File: config.mk
export PLATFORM = sky130hd
export DESIGN_NAME = paralelo_serie_idle
export DESIGN_NICKNAME = d
export VERILOG_FILES = /design/src/rtl/phy_pkg.sv /design/src/rtl/piso_shift8.sv /design/src/rtl/paralelo_serie_idle.sv
export SDC_FILE = /design/constraint.sdc
export NUM_CORES = 1
export LEC_CHECK = 0
export ABC_CLOCK_PERIOD_IN_PS = 1700
export BUFFER_PORTS_ARGS = -buffer_cell sky130_fd_sc_hd__buf_4
export CORE_UTILIZATION = 51
export CTS_CLUSTER_SIZE = 12
export DETAILED_ROUTE_END_ITERATION = 8
export GPL_TIMING_DRIVEN = 1
export MAX_ROUTING_LAYER = met4
export PLACE_DENSITY = 0.74
export REMOVE_ABC_BUFFERS = 1
export SYNTH_ARGS = -nofsm -noshare
export SYNTH_HDL_FRONTEND = slang
export SYNTH_SLANG_ARGS = --single-unit
File: constraint.sdc
create_clock -name clk32f -period 1.7 [get_ports clk32f]
set_input_delay 0.17 -clock clk32f [delete_from_list [all_inputs] [get_ports clk32f]]
set_output_delay 0.17 -clock clk32f [all_outputs]
set_load 0.1 [all_outputs]
File: src/rtl/phy_pkg.sv
// Shared PHY definitions: line symbols, byte width and the serializer FSM encoding.
package phy_pkg;

    localparam int unsigned BYTE_W = 8;

    localparam logic [BYTE_W-1:0] COM_SYM  = 8'hBC;
    localparam logic [BYTE_W-1:0] IDLE_SYM = 8'h7C;

    typedef enum logic {
        ALIGN  = 1'b0,
        ACTIVE = 1'b1
    } state_t;

endpackage : phy_pkg

File: src/rtl/piso_shift8.sv
// 8-bit parallel-load, shift-left register; q[7] is the bit currently on the line.
module piso_shift8
    import phy_pkg::*;
(
    input  logic              clk32f,
    input  logic              reset,
    input  logic              load,
    input  logic              shift,
    input  logic [BYTE_W-1:0] d,
    output logic [BYTE_W-1:0] q
);

    // Load has priority over shift; a zero is shifted in behind the MSB.
    always_ff @(posedge clk32f) begin
        if (reset) begin
            q <= 8'h00;
        end else if (load) begin
            q <= d;
        end else if (shift) begin
            q <= {q[BYTE_W-2:0], 1'b0};
        end else begin
            q <= q;
        end
    end

endmodule : piso_shift8

File: src/rtl/paralelo_serie_idle.sv
// Transmit byte serializer: N_COM alignment bytes after reset, then handshaked
// data bytes MSB-first with IDLE filling every slot that has no valid byte.
module paralelo_serie_idle
    import phy_pkg::*;
#(
    parameter int unsigned       N_COM = 4,
    parameter logic [BYTE_W-1:0] COM   = COM_SYM,
    parameter logic [BYTE_W-1:0] IDLE  = IDLE_SYM
) (
    input  logic              clk32f,
    input  logic              reset,
    input  logic [BYTE_W-1:0] data_in,
    input  logic              valid_in,
    output logic              ready,
    output logic              out,
    output logic              active
);

    localparam logic [3:0] LAST_COM = 4'(N_COM - 1);
    localparam logic [3:0] SAT_COM  = 4'(N_COM);

    state_t            state_r;
    state_t            state_s;
    logic [2:0]        bit_cnt_r;
    logic [3:0]        com_cnt_r;
    logic              run_r;
    logic              ready_r;
    logic              ready_s;
    logic              active_r;
    logic              slot_end_s;
    logic              load_s;
    logic              shift_s;
    logic [BYTE_W-1:0] load_byte_s;
    logic [BYTE_W-1:0] shift_q_s;

    // Slot sequencing, next-byte selection, FSM next state and ready lookahead.
    always_comb begin
        slot_end_s  = run_r && (bit_cnt_r == 3'd7);
        load_s      = 1'b0;
        shift_s     = 1'b0;
        load_byte_s = COM;
        state_s     = state_r;
        ready_s     = 1'b0;

        // The first edge out of reset opens slot 0 without advancing bit_cnt.
        if (!run_r) begin
            load_s      = 1'b1;
            load_byte_s = COM;
        end else if (bit_cnt_r == 3'd7) begin
            load_s = 1'b1;
            if (ready_r) begin
                load_byte_s = valid_in ? data_in : IDLE;
            end else begin
                load_byte_s = COM;
            end
        end else begin
            shift_s = 1'b1;
        end

        case (state_r)
            ALIGN: begin
                if (slot_end_s && (com_cnt_r == LAST_COM)) begin
                    state_s = ACTIVE;
                end else begin
                    state_s = ALIGN;
                end
            end
            ACTIVE:  state_s = ACTIVE;
            default: state_s = ALIGN;
        endcase

        // ready is registered, so it is raised on the edge entering bit 7.
        if (run_r && (bit_cnt_r == 3'd6)) begin
            ready_s = (state_r == ACTIVE) || (com_cnt_r == LAST_COM);
        end else begin
            ready_s = 1'b0;
        end
    end

    // Control registers: FSM state, bit/COM counters and registered flags.
    always_ff @(posedge clk32f) begin
        if (reset) begin
            state_r   <= ALIGN;
            bit_cnt_r <= 3'd0;
            com_cnt_r <= 4'd0;
            run_r     <= 1'b0;
            ready_r   <= 1'b0;
            active_r  <= 1'b0;
        end else begin
            state_r  <= state_s;
            run_r    <= 1'b1;
            ready_r  <= ready_s;
            active_r <= (state_s == ACTIVE);
            if (run_r) begin
                bit_cnt_r <= bit_cnt_r + 3'd1;
            end else begin
                bit_cnt_r <= bit_cnt_r;
            end
            if (slot_end_s && (state_r == ALIGN) && (com_cnt_r != SAT_COM)) begin
                com_cnt_r <= com_cnt_r + 4'd1;
            end else begin
                com_cnt_r <= com_cnt_r;
            end
        end
    end

    piso_shift8 u_shift (
        .clk32f (clk32f),
        .reset  (reset),
        .load   (load_s),
        .shift  (shift_s),
        .d      (load_byte_s),
        .q      (shift_q_s)
    );

    assign out    = shift_q_s[BYTE_W-1];
    assign ready  = ready_r;
    assign active = active_r;

endmodule : paralelo_serie_idle

* Word-level counts from Yosys, hierarchy flattened
Index checks and enable logic that the tools add are counted.
** Storage, ports and cells
- Register bits :: 18
- Logic and storage cells :: 35
- Bits of input ports :: 11
- Output and inout port bits :: 3
** Operators by class
- Bitwise logic cells :: 2
- Reduce and logical (&&, ||, !) cells :: 8
- Equal/unequal tests :: 4
- Add/subtract/negate cells :: 2
- Multiplexer cells :: 13
** Operators with widths (number)
- two-way mux 8 bit :: 6
- == test 3 bit (second input constant) :: 2
- two-way mux 1 bit :: 6
- logical AND 1 bit :: 5
- adder 4 x 1 -> 4 bit (second input constant) :: 1
- == test 4 x 2 -> 1 bit (second input constant) :: 1
- != test 4 x 3 -> 1 bit (second input constant) :: 1
- adder 3 x 1 -> 3 bit (second input constant) :: 1
- NOT 1 bit :: 2
- case mux 1 bit (2 select lines) :: 1
- nonzero test 2 bit :: 1
- OR reduction 2 bit :: 1
- logical OR 1 bit :: 1

* Logic depth before layout (Yosys ltp)
Gate-level depths: netlist of run 1.
- Word-level depth :: 5
- Gate-level depth with buffers :: 5
- Gate-level depth less buffers :: 5

* Cells and area by module
A second synthesis of run 1 with hierarchy kept.
** Unflattened totals
- Cell total of the unflattened synthesis :: 101
- Area, all modules :: 908.4 sq um
** By module, submodules not included
- paralelo_serie_idle :: area each 539.3 sq um, cells each 66, instances 1, seq. area each 200.2 sq um
- piso_shift8 :: area each 369.1 sq um, cells each 35, instances 1, seq. area each 160.2 sq um

* Worst setup path before layout of run 1
Ideal clock, no wire load.
- Path type :: reg-to-reg
- Start :: register ready_r, in the netlist ready
- End :: register u_shift.q[2]
- Required time :: 1.581 ns
- Data arrival time :: 1.646 ns
- Period minus slack after synthesis :: 1.765 ns
- Stages on the path, launching flop included :: 4
- Path buffers :: 0
- Path slack :: -0.065 ns
- Path through :: dfxtp_1 -> and3_1 -> nand3_1 -> o221a_2
** Between the ends
- Word-level cells in the longest chain between the ends :: 4
** Ends and longest elaborated chain
- from (decl) :: RTL line paralelo_serie_idle.sv:27 : logic ready_r;
- from (signal assigned) :: RTL line paralelo_serie_idle.sv:92 : ready_r <= ready_s;
- two-way mux 8 bit :: RTL line paralelo_serie_idle.sv:51 : if (ready_r) begin
- two-way mux 8 bit :: RTL line paralelo_serie_idle.sv:49 : end else if (bit_cnt_r == 3'd7) begin
- two-way mux 8 bit :: RTL line paralelo_serie_idle.sv:46 : if (!run_r) begin
- two-way mux 8 bit :: RTL line piso_shift8.sv:17 : end else if (load) begin
- to (signal assigned) :: RTL line piso_shift8.sv:20 : q <= {q[BYTE_W-2:0], 1'b0};
- to (signal assigned) :: RTL line piso_shift8.sv:22 : q <= q;
- to (decl) :: RTL line piso_shift8.sv:10 : output logic [BYTE_W-1:0] q
No other way between the ends.
A chain may end at the register's enable or synchronous reset.

* Worst setup path in the final report of run 1
- Start :: register bit_cnt_r[0]
- End :: register com_cnt_r[3]
** Between the ends
- Word-level cells in the longest chain between the ends :: 4
** Ends and longest elaborated chain
- from (decl) :: RTL line paralelo_serie_idle.sv:24 : logic [2:0] bit_cnt_r;
- from (signal assigned) :: RTL line paralelo_serie_idle.sv:95 : bit_cnt_r <= bit_cnt_r + 3'd1;
- from (signal assigned) :: RTL line paralelo_serie_idle.sv:97 : bit_cnt_r <= bit_cnt_r;
- == test 3 bit :: RTL line paralelo_serie_idle.sv:38 : slot_end_s = run_r && (bit_cnt_r == 3'd7);
- logical AND 1 bit :: RTL line paralelo_serie_idle.sv:38
- logical AND 1 bit (2 in series) :: RTL line paralelo_serie_idle.sv:99 : if (slot_end_s && (state_r == ALIGN) && (com_cnt_r != SAT_COM)) begin
- to (signal assigned) :: RTL line paralelo_serie_idle.sv:100 : com_cnt_r <= com_cnt_r + 4'd1;
- to (signal assigned) :: RTL line paralelo_serie_idle.sv:102 : com_cnt_r <= com_cnt_r;
- to (decl) :: RTL line paralelo_serie_idle.sv:25 : logic [3:0] com_cnt_r;
No other way between the ends.

==> impl_metrics.py, run 1 <==
metrics = {
    "synth": {
        "yosys.area_share.simple_pct": 18.78,
        "synth.area.top_cells": "dfxtp_1 47%, ha_1 9.9%, o221a_2 5.9%",
        "synth-compound-area-share_pct": 17.79,
        "synth_top_family_by_area": "simple AND/OR/NAND/NOR gates",
        "ys_types": 25,
        "synth_warnings": 0,
        "yosys.area_share.adder_pct": 9.885,
        "synth_edf_count": 0,
        "synth-xor-area-share_pct": 1.153,
        "synth_mux_area_share_pct": 1.318,
        "avgSynthCellArea_sq_um": 9.737,
        "synth_top_flop_cell": "dfxtp_1",
        "ys_ff_latch": 18,
        "synth_common_cells": "18 x dfxtp_1, 8 x a21oi_1, 6 x ha_1, 6 x nand3_1",
        "async_flop_share_pct": 0,
        "mappedNetlistArea_sq_um": 759.5,
        "yosysTopAreaCell": "dfxtp_1",
        "syn_inst": 78,
        "yosysSeqAreaShare_pct": 47.45,
        "synth_most_common_cell": "dfxtp_1",
        "yosysTopAreaCellShare_pct": 47.45,
    },
    "sta": {
        "hold_viol": 0,
        "fmax_mhz": 623.2,
        "period_share_pct": 94.40,
        "setup_ws_ns": 0.09527,
        "tightest_slew_ns": 0.2809,
        "rsz0062_at_grt": "no",
        "finalMaxSlewViolations": 0,
        "slew_headroom_pct": 81.03,
        "finClkSkew_ns": 0.002578,
        "fin_crit_ns": 1.605,
        "setup_viol": 0,
    },
    "routing": {
        "firstDrtPassIters": 4,
        "num_vias": 611,
        "wl_per_cell_um": 12.72,
        "drtAntennaViolNets": 0,
        "via_per_inst": 5.606,
        "wl_um": 1387,
        "drcViolationCount": 0,
        "drtIter0Drc": 11,
    },
    "pwr": {
        "power_frac_clock_pct": 27.5,
        "p_sw_mw": 0.1610,
        "p_total_mw": 0.7172,
        "p_leak_nw": 0.3758,
        "p_sw_share_pct": 22.45,
        "p_int_mw": 0.5562,
        "irDropWorstVdd_v": 0.0006212,
        "combPwrFrac_pct": 10.2,
        "powerDensity_mw_per_mm2": 788.5,
        "p_seq_share_pct": 62.3,
    },
    "worst_setup_path": {
        "crit_type": "flop to flop",
        "cp_top_family": "simple AND/OR/NAND/NOR gates",
        "crit_fanout": 5,
        "arrival_ns": 1.83,
        "end_kind": "flop",
        "required_ns": 1.92,
        "critPathLaunchType": "flop",
        "critical_path.slowest_cell": "or4_1",
        "slowest_delay_ns": 0.50,
        "critPathBufInv": 0,
        "path_cells": "ha_1 > ha_2 > nand3b_1 > or4_1 > a21oi_1",
    },
    "clock_tree": {
        "htreeDepth": 1,
        "insertion_delay_ns": 0.28,
        "clkTransAtPathRegs_ns": 0.09,
        "postCtsHoldBufs": 0,
        "tritoncts": "done",
        "numClockSinks": 18,
        "clk_path_buf_depth": 2,
        "cts_root_buffer": "clkbuf_4",
        "numCtsBuffers": 3,
    },
    "grt": {
        "grt_start_max_net_pins": 12,
        "grt_pass1_vias": 525,
        "antenna_found_initial": 0,
        "grt_pass1_wl_um": 2242,
        "grt_remaining_overflow": 0,
        "grt_usage_pct": 22.03,
    },
    "floorplanning": {
        "core_area_sq_mm": 0.001350,
        "fp.dieH_um": 40.59,
        "die_area_sq_mm": 0.001648,
        "rows": 13,
        "ios": 14,
        "dieWidth_um": 40.59,
        "start_util_pct": 56.26,
    },
    "placement": {
        "place_hpwl_um": 1049,
        "gp_congestion": 0.7653,
        "pre_cts_ws_ns": 0.06144,
        "io_buffer_count": 13,
        "placed_area_sq_um": 874.6,
    },
    "finish": {
        "areaGrowthSynthToFinish_pct": 19.77,
        "final_area_sq_um": 909.6,
        "drive_gt1_share_pct": 27.66,
        "final_nets": 113,
        "fill_cells": 114,
        "diodes": 0,
    },
    "job": {
        "maxCapViolCount": 0,
    },
    "worst_hold_path": {
        "holdCritPathClass": "input pin to flop",
    },
    "status": {
        "status": "complete, no violations",
    },
}
registers in the layout, indices dropped and copies added, names as in the netlist:
| signal | flops |
|---|---|
| u_shift.q | 8 |
| com_cnt_r | 4 |
| bit_cnt_r | 3 |
| active | 1 |
| ready | 1 |
| run_r | 1 |
routing by layer:
layer,vias up,share of wire (%),track usage [%]
li1,318,-,-
met1,279,48,25.25
met2,12,45,33.33
met3,2,6.3,11.67
met4,0,1.0,5.833
met5,-,0,-
final cells by class:
class	instances	area [sq um]	area share [%]
Clock buffer	3	22.52	2.476
Tap cell	15	18.77	2.063
Multi-Input combinational cell	53	374.1	41.13
Sequential cell	18	362.8	39.89
Timing Repair Buffer	15	112.6	12.38
Inverter	5	18.77	2.063
placed cells by master (no fill, tap or decap):
cell,n
o311ai_0,1
dfxtp_1,16
o21ai_0,5
o221a_2,4
and3_1,1
ha_1,5
nand3b_1,2
xnor2_1,1
nand2_1,2
mux2i_1,1
nand3_1,6
clkbuf_4,3
nor2_1,5
nor3b_1,2
inv_1,4
dfxtp_2,2
or4_1,1
o41ai_1,1
nand4_1,1
inv_2,1
a21oi_1,8
a211oi_1,1
buf_4,15
nor2b_1,1
ha_2,1
nand2b_1,2
and3b_1,2
power groups by stage:
stage | Sequential [mW] | Combinational (mW) | Clock (mW)
after global routing | 0.450 | 0.0800 | 0.224
after floorplan | 0.466 | 0.0282 | 0
after detailed placement | 0.456 | 0.0737 | 0
after CTS | 0.446 | 0.0739 | 0.206
after global placement | 0.455 | 0.0718 | 0
final | 0.447 | 0.0730 | 0.197
path summary, 6_finish.rpt:
path	end	cells past startpoint	startpoint	slack (ns)
worst max-delay path	com_cnt_r[3]$_SDFFE_PP0P_	5	bit_cnt_r[0]$_SDFFE_PP0P_	0.1
worst min-delay path	u_shift.q[6]$_SDFFE_PP0P_	2	reset	0.14
worst max register to register	com_cnt_r[3]$_SDFFE_PP0P_	5	bit_cnt_r[0]$_SDFFE_PP0P_	0.1
worst min register to register	u_shift.q[1]$_SDFFE_PP0P_	2	u_shift.q[0]$_SDFFE_PP0P_	0.44
stage by stage:
| stage | TNS, ns | hold WS (ns) | instances | util [%] |
|---|---|---|---|---|
| finish | 0 | 0.1354 | 109 | 67.38 |
| floorplan | -0.2601 | 0.2391 | 76 | - |
| CTS | 0 | 0.1311 | 108 | 66.45 |
| global route | 0 | 0.1258 | 109 | 67.38 |
| detailed placement | 0 | 0.4309 | 105 | 64.78 |
| global placement | 0 | 0.4261 | 105 | 64.78 |
cell families after synthesis:
group           Yosys count
buf+inv                   7
fa+ha+maj                 6
simple gates             25
xor+xnor                  1
mux                       1
flops                    18
compound gates           20
what timing repair did:
item,CTS,global route
endpoints found under the setup margin,0,1
buffers inserted,0,1
gates resized for setup,0,3
Power figures use the tool's default switching activity.
==> inputs of run 2 (changes only) <==
--- a/config.mk
+++ b/config.mk
@@ -12,7 +12,7 @@
 export DETAILED_ROUTE_END_ITERATION = 8
 export GPL_TIMING_DRIVEN = 1
 export MAX_ROUTING_LAYER = met4
-export PLACE_DENSITY = 0.74
+export PLACE_DENSITY = 0.75
 export REMOVE_ABC_BUFFERS = 1
 export SYNTH_ARGS = -nofsm -noshare
 export SYNTH_HDL_FRONTEND = slang
==> impl_metrics.py, run 2 (same netlist as run 1, synthesis figures left out) <==
metrics = {
    "clock_tree": {
        "numClockSinks": 18,
        "insertion_delay_ns": 0.28,
        "clk_path_buf_depth": 2,
        "postCtsHoldBufs": 0,
        "cts_root_buffer": "clkbuf_4",
        "clkTransAtPathRegs_ns": 0.09,
        "htreeDepth": 1,
        "numCtsBuffers": 3,
        "tritoncts": "done",
    },
    "worst_setup_path": {
        "rrSetupSlack_ns": 0.09,
        "cpMostUsedCell": "ha_1",
        "slowest_delay_ns": 0.50,
        "arrival_ns": 1.84,
        "crit_fanout": 6,
        "crit_type": "flop to flop",
        "end_kind": "flop",
        "critPathLaunchType": "flop",
        "cp_top_family": "simple AND/OR/NAND/NOR gates",
        "critPathBufInv": 0,
        "path_cells": "ha_1 > ha_1 > nand3b_1 > or4_1 > a21oi_1",
        "required_ns": 1.92,
        "critical_path.slowest_cell": "or4_1",
    },
    "pwr": {
        "powerDensity_mw_per_mm2": 783.4,
        "irDropWorstVdd_v": 0.0006025,
        "p_leak_nw": 0.3840,
    },
    "finish": {
        "largest_reg_flops": 8,
        "areaGrowthSynthToFinish_pct": 20.26,
        "top_regs": "u_shift.q x8, com_cnt_r x4, bit_cnt_r x3",
        "final_core_util_pct": 67.66,
        "layout.cells.non_filler": 110,
        "drive_gt1_share_pct": 26.32,
        "final_cell_mix": "17 x dfxtp_1, 16 x buf_4, 8 x a21oi_1, 6 x nand3_1, 6 x ha_1",
        "top_register": "u_shift.q",
        "final_common_cell": "dfxtp_1",
        "final_area_sq_um": 913.4,
        "fill_cells": 125,
        "final_nets": 114,
        "diodes": 0,
    },
    "floorplanning": {
        "ios": 14,
        "die_area_sq_mm": 0.001648,
        "start_util_pct": 56.26,
        "core_area_sq_mm": 0.001350,
        "dieWidth_um": 40.59,
        "rows": 13,
        "fp.dieH_um": 40.59,
    },
    "routing": {
        "drtIter0Drc": 21,
        "firstDrtPassIters": 4,
        "wl_um": 1345,
        "via_per_inst": 5.627,
        "wl_per_cell_um": 12.23,
        "drtAntennaViolNets": 0,
        "num_vias": 619,
        "drcViolationCount": 0,
    },
    "placement": {
        "dp_cells": 106,
        "gp_congestion": 0.7503,
        "place_hpwl_um": 1027,
        "pre_cts_ws_ns": 0.06457,
        "placed_area_sq_um": 882.1,
        "io_buffer_count": 13,
    },
    "sta": {
        "tightest_slew_ns": 0.3247,
        "hold_viol": 0,
        "finClkSkew_ns": 0.004476,
        "fin_crit_ns": 1.615,
        "finalMaxSlewViolations": 0,
        "setup_ws_ns": 0.08515,
        "setup_viol": 0,
        "rsz0062_at_grt": "no",
        "slew_headroom_pct": 78.08,
        "period_share_pct": 94.99,
        "fmax_mhz": 619.3,
    },
    "grt": {
        "antenna_found_initial": 0,
        "grt_pass1_wl_um": 1966,
        "grt_usage_pct": 19.72,
        "grt_start_max_net_pins": 12,
        "grt_remaining_overflow": 0,
        "grt_pass1_vias": 484,
    },
    "worst_hold_path": {
        "holdCritPathClass": "input pin to flop",
    },
    "job": {
        "maxCapViolCount": 0,
    },
    "status": {
        "status": "complete, no violations",
    },
}
-- run 2: layer usage --
layer | track usage (%) | part of all wire, % | vias to the layer above
li1 | - | - | 321
met1 | 22.33 | 49 | 285
met2 | 30.56 | 46 | 11
met3 | 10.00 | 4.8 | 2
met4 | 5.000 | 0.45 | 0
met5 | - | 0 | -
-- run 2: path summary, 6_finish.rpt --
check                            start                         to  cells past startpoint
min                              reset  u_shift.q[6]$_SDFFE_PP0P_                      2
min reg2reg  u_shift.q[0]$_SDFFE_PP0P_  u_shift.q[1]$_SDFFE_PP0P_                      2
max reg2reg  bit_cnt_r[1]$_SDFFE_PP0P_  com_cnt_r[3]$_SDFFE_PP0P_                      5
max          bit_cnt_r[1]$_SDFFE_PP0P_  com_cnt_r[3]$_SDFFE_PP0P_                      5
-- run 2: worst reg2reg max path, cell delays in order (launching register included) --
cell	delay, ns
dfxtp_1	0.36
ha_1	0.18
ha_1	0.20
nand3b_1	0.18
or4_1	0.50
a21oi_1	0.14
-- run 2: area by class of cell --
| cell class | instances | area, sq um | area share [%] |
|---|---|---|---|
| multi-input cells | 53 | 371.6 | 40.68 |
| flip-flops and latches | 18 | 361.6 | 39.59 |
| repair buffers | 16 | 120.1 | 13.15 |
| clock buffers | 3 | 22.52 | 2.466 |
| inverters | 5 | 18.77 | 2.055 |
| well taps | 15 | 18.77 | 2.055 |
-- run 2: timing repair --
item	in CTS	in global routing
buffers inserted	0	1
endpoints found under the setup margin	0	1
resized for setup	0	1
-- run 2: stage by stage --
stage               total power [mW]  TNS, ns  hold WS, ns
floorplan                     0.4942  -0.2601       0.2391
global placement              0.5261        0       0.4232
detailed placement            0.5283        0       0.4344
CTS                           0.7277        0       0.1255
global route                  0.7491        0       0.1230
finish                        0.7155        0       0.1354
-- run 2: where the power goes --
group | internal, mW | leakage (nW) | switching (mW) | total (mW)
logic | 0.0355 | 0.222 | 0.0370 | 0.0725
registers | 0.437 | 0.148 | 0.00883 | 0.446
clock network | 0.0822 | 0.0138 | 0.114 | 0.197
total | 0.555 | 0.384 | 0.160 | 0.715
==> inputs of run 3 (changes only) <==
--- a/config.mk
+++ b/config.mk
@@ -5,14 +5,17 @@
 export SDC_FILE = /design/constraint.sdc
 export NUM_CORES = 1
 export LEC_CHECK = 0
+export ABC_AREA = 1
 export ABC_CLOCK_PERIOD_IN_PS = 1700
 export BUFFER_PORTS_ARGS = -buffer_cell sky130_fd_sc_hd__buf_4
-export CORE_UTILIZATION = 51
+export CELL_PAD_IN_SITES_DETAIL_PLACEMENT = 1
+export CELL_PAD_IN_SITES_GLOBAL_PLACEMENT = 2
+export CORE_UTILIZATION = 31
 export CTS_CLUSTER_SIZE = 12
 export DETAILED_ROUTE_END_ITERATION = 8
 export GPL_TIMING_DRIVEN = 1
 export MAX_ROUTING_LAYER = met4
-export PLACE_DENSITY = 0.75
+export PLACE_DENSITY = 0.76
 export REMOVE_ABC_BUFFERS = 1
 export SYNTH_ARGS = -nofsm -noshare
 export SYNTH_HDL_FRONTEND = slang
==> impl_metrics.py, run 3 <==
metrics = {
    "status": {
        "status": "complete, no violations",
    },
    "synth": {
        "ys_types": 20,
        "async_flop_share_pct": 0,
        "synth.area.top_cells": "dfxtp_1 44%, ha_1 9.1%, o21ai_1 5.5%",
        "synth_top_flop_cell": "dfxtp_1",
        "synth_edf_count": 0,
        "synth_common_cells": "18 x dfxtp_1, 12 x nor2_1, 10 x inv_1",
        "avgSynthCellArea_sq_um": 8.220,
        "syn_inst": 100,
        "ys_ff_latch": 18,
        "yosysTopAreaCellShare_pct": 43.84,
        "mappedNetlistArea_sq_um": 822.0,
        "synth_warnings": 0,
        "synth_most_common_cell": "dfxtp_1",
        "yosysSeqAreaShare_pct": 43.84,
        "yosysTopAreaCell": "dfxtp_1",
    },
    "clock_tree": {
        "insertion_delay_ns": 0.30,
        "clkTransAtPathRegs_ns": 0.10,
        "postCtsSetupBuffers": 0,
        "postCtsHoldBufs": 0,
        "htreeDepth": 1,
        "clk_path_buf_depth": 2,
        "numClockSinks": 18,
        "cts_root_buffer": "clkbuf_4",
        "numCtsBuffers": 3,
        "postCtsResizedCells": 0,
        "tritoncts": "done",
    },
    "sta": {
        "setup_ws_ns": 0.2728,
        "period_share_pct": 83.95,
        "fmax_mhz": 700.7,
        "fin_crit_ns": 1.427,
        "rsz0062_at_grt": "no",
        "finalMaxSlewViolations": 0,
        "setup_viol": 0,
        "hold_viol": 0,
        "finClkSkew_ns": 0.004913,
        "slew_headroom_pct": 74.01,
        "tns_ns": 0,
        "tightest_slew_ns": 0.3894,
    },
    "worst_hold_path": {
        "holdCritPathClass": "input pin to flop",
        "hp-start": "reset",
        "whs_endpoint": "com_cnt_r[3]$_SDFFE_PP0P_",
        "min_path_cells": 2,
    },
    "placement": {
        "pre_cts_ws_ns": 0.2823,
        "gp_congestion": 0.6943,
        "placed_area_sq_um": 952.2,
        "place_hpwl_um": 1262,
        "io_buffer_count": 13,
    },
    "worst_setup_path": {
        "ff2ff_path_depth": 6,
        "reg2reg_from": "bit_cnt_r[0]$_SDFFE_PP0P_",
        "end_kind": "flop",
        "crit_fanout": 7,
        "critPathLaunchType": "flop",
        "crit_type": "flop to flop",
        "arrival_ns": 1.63,
        "required_ns": 1.91,
        "rrSetupSlack_ns": 0.27,
        "r2r_end": "u_shift.q[3]$_SDFFE_PP0P_",
    },
    "grt": {
        "grt_pass1_wl_um": 2822,
        "antenna_found_initial": 0,
        "grt_start_max_net_pins": 16,
        "grt_usage_pct": 14.77,
        "grt_pass1_vias": 674,
        "grt_remaining_overflow": 0,
    },
    "pwr": {
        "irDropWorstVdd_v": 0.0003314,
        "p_sw_share_pct": 24.22,
        "powerDensity_mw_per_mm2": 801.7,
        "p_seq_share_pct": 56.5,
        "power_frac_clock_pct": 33.8,
        "p_leak_nw": 0.4005,
        "p_int_mw": 0.6005,
        "combPwrFrac_pct": 9.7,
        "p_sw_mw": 0.1919,
    },
    "finish": {
        "top_regs": "u_shift.q x8, com_cnt_r x4, bit_cnt_r x3",
        "final_nets": 134,
        "drive_gt1_share_pct": 25.00,
        "fill_cells": 320,
        "top_register": "u_shift.q",
        "areaGrowthSynthToFinish_pct": 20.24,
        "final_cell_mix": "18 x dfxtp_1, 13 x buf_4, 12 x nor2_1, 10 x inv_1",
        "final-seq-area_sq_um": 360.3,
        "largest_reg_flops": 8,
        "final_area_sq_um": 988.4,
        "multi_input_area_sq_um": 402.9,
        "final_common_cell": "dfxtp_1",
        "diodes": 0,
    },
    "job": {
        "maxCapViolCount": 0,
    },
    "routing": {
        "wl_um": 1652,
        "drtAntennaViolNets": 0,
        "wl_per_cell_um": 11.32,
        "firstDrtPassIters": 3,
        "via_per_inst": 4.651,
        "num_vias": 679,
        "drcViolationCount": 0,
        "drtIter0Drc": 8,
    },
    "floorplanning": {
        "ios": 14,
        "core_area_sq_mm": 0.002500,
        "rows": 18,
        "die_area_sq_mm": 0.002862,
        "fp.dieH_um": 53.50,
        "dieWidth_um": 53.50,
        "start_util_pct": 32.88,
    },
}
run 3: cells by family (layout without fill, tap and decap cells):
logic type                 Yosys count  after routing  share of synthesized area (%)
DFF                                 18             18                          43.84
AOI/OAI and AO/OA                   22             22                          14.16
and+or+nand+nor                     40             40                          25.72
buffers and inverters               14             30                          7.154
adders and majority gates            6              6                          9.132
run 3: worst max-delay path by stage:
stage                                endpoint  cells after the start  slack, ns                      start
detailed placement  u_shift.q[3]$_SDFFE_PP0P_                      6       0.28  bit_cnt_r[0]$_SDFFE_PP0P_
global placement    u_shift.q[2]$_SDFFE_PP0P_                      6       0.30  bit_cnt_r[0]$_SDFFE_PP0P_
CTS                 u_shift.q[3]$_SDFFE_PP0P_                      6       0.25  bit_cnt_r[0]$_SDFFE_PP0P_
floorplan           u_shift.q[2]$_SDFFE_PP0P_                      5       0.05           ready$_SDFF_PP0_
global route        u_shift.q[3]$_SDFFE_PP0P_                      6       0.13  bit_cnt_r[0]$_SDFFE_PP0P_
finish              u_shift.q[3]$_SDFFE_PP0P_                      6       0.27  bit_cnt_r[0]$_SDFFE_PP0P_
run 3: critical path: stages, from the launching register on:
cell	delay (ns)
dfxtp_1	0.33
ha_1	0.22
ha_1	0.24
nor2_4	0.22
inv_2	0.11
o21ai_1	0.15
nor2_1	0.06
run 3: area by class of cell:
cell class                 count  area share [%]
multi-input combinational     68           40.76
tap                           30           3.797
clock buffer                   4           3.671
sequential                    18           36.46
timing repair buffer          13           9.873
inverter                      13           5.443
run 3: through the flow:
stage / instances / total power [mW] / hold WS, ns / util, %
6_report: 146 / 0.7924 / 0.03593 / 39.54
4_1_cts: 146 / 0.8120 / 0.02598 / 39.54
3_3_place_gp: 142 / 0.5343 / 0.3645 / 38.09
2_1_floorplan: 99 / 0.5005 / 0.2324 / -
3_5_place_dp: 142 / 0.5357 / 0.3637 / 38.09
5_1_grt: 146 / 0.8426 / 0.01998 / 39.54
run 3: power groups by stage:
stage               registers [mW]  logic, mW  clock network, mW
finish                       0.447     0.0770              0.268
global route                 0.450     0.0876              0.305
global placement             0.457     0.0778                  0
CTS                          0.448     0.0787              0.285
floorplan                    0.467     0.0337                  0
detailed placement           0.458     0.0781                  0
run 3: layer usage:
metal	up-vias	global-route usage, %	wire length (um)
li1	357	-	-
met1	305	16.98	778
met2	12	22.29	759
met3	5	3.448	64
met4	0	10.53	50
met5	-	-	0
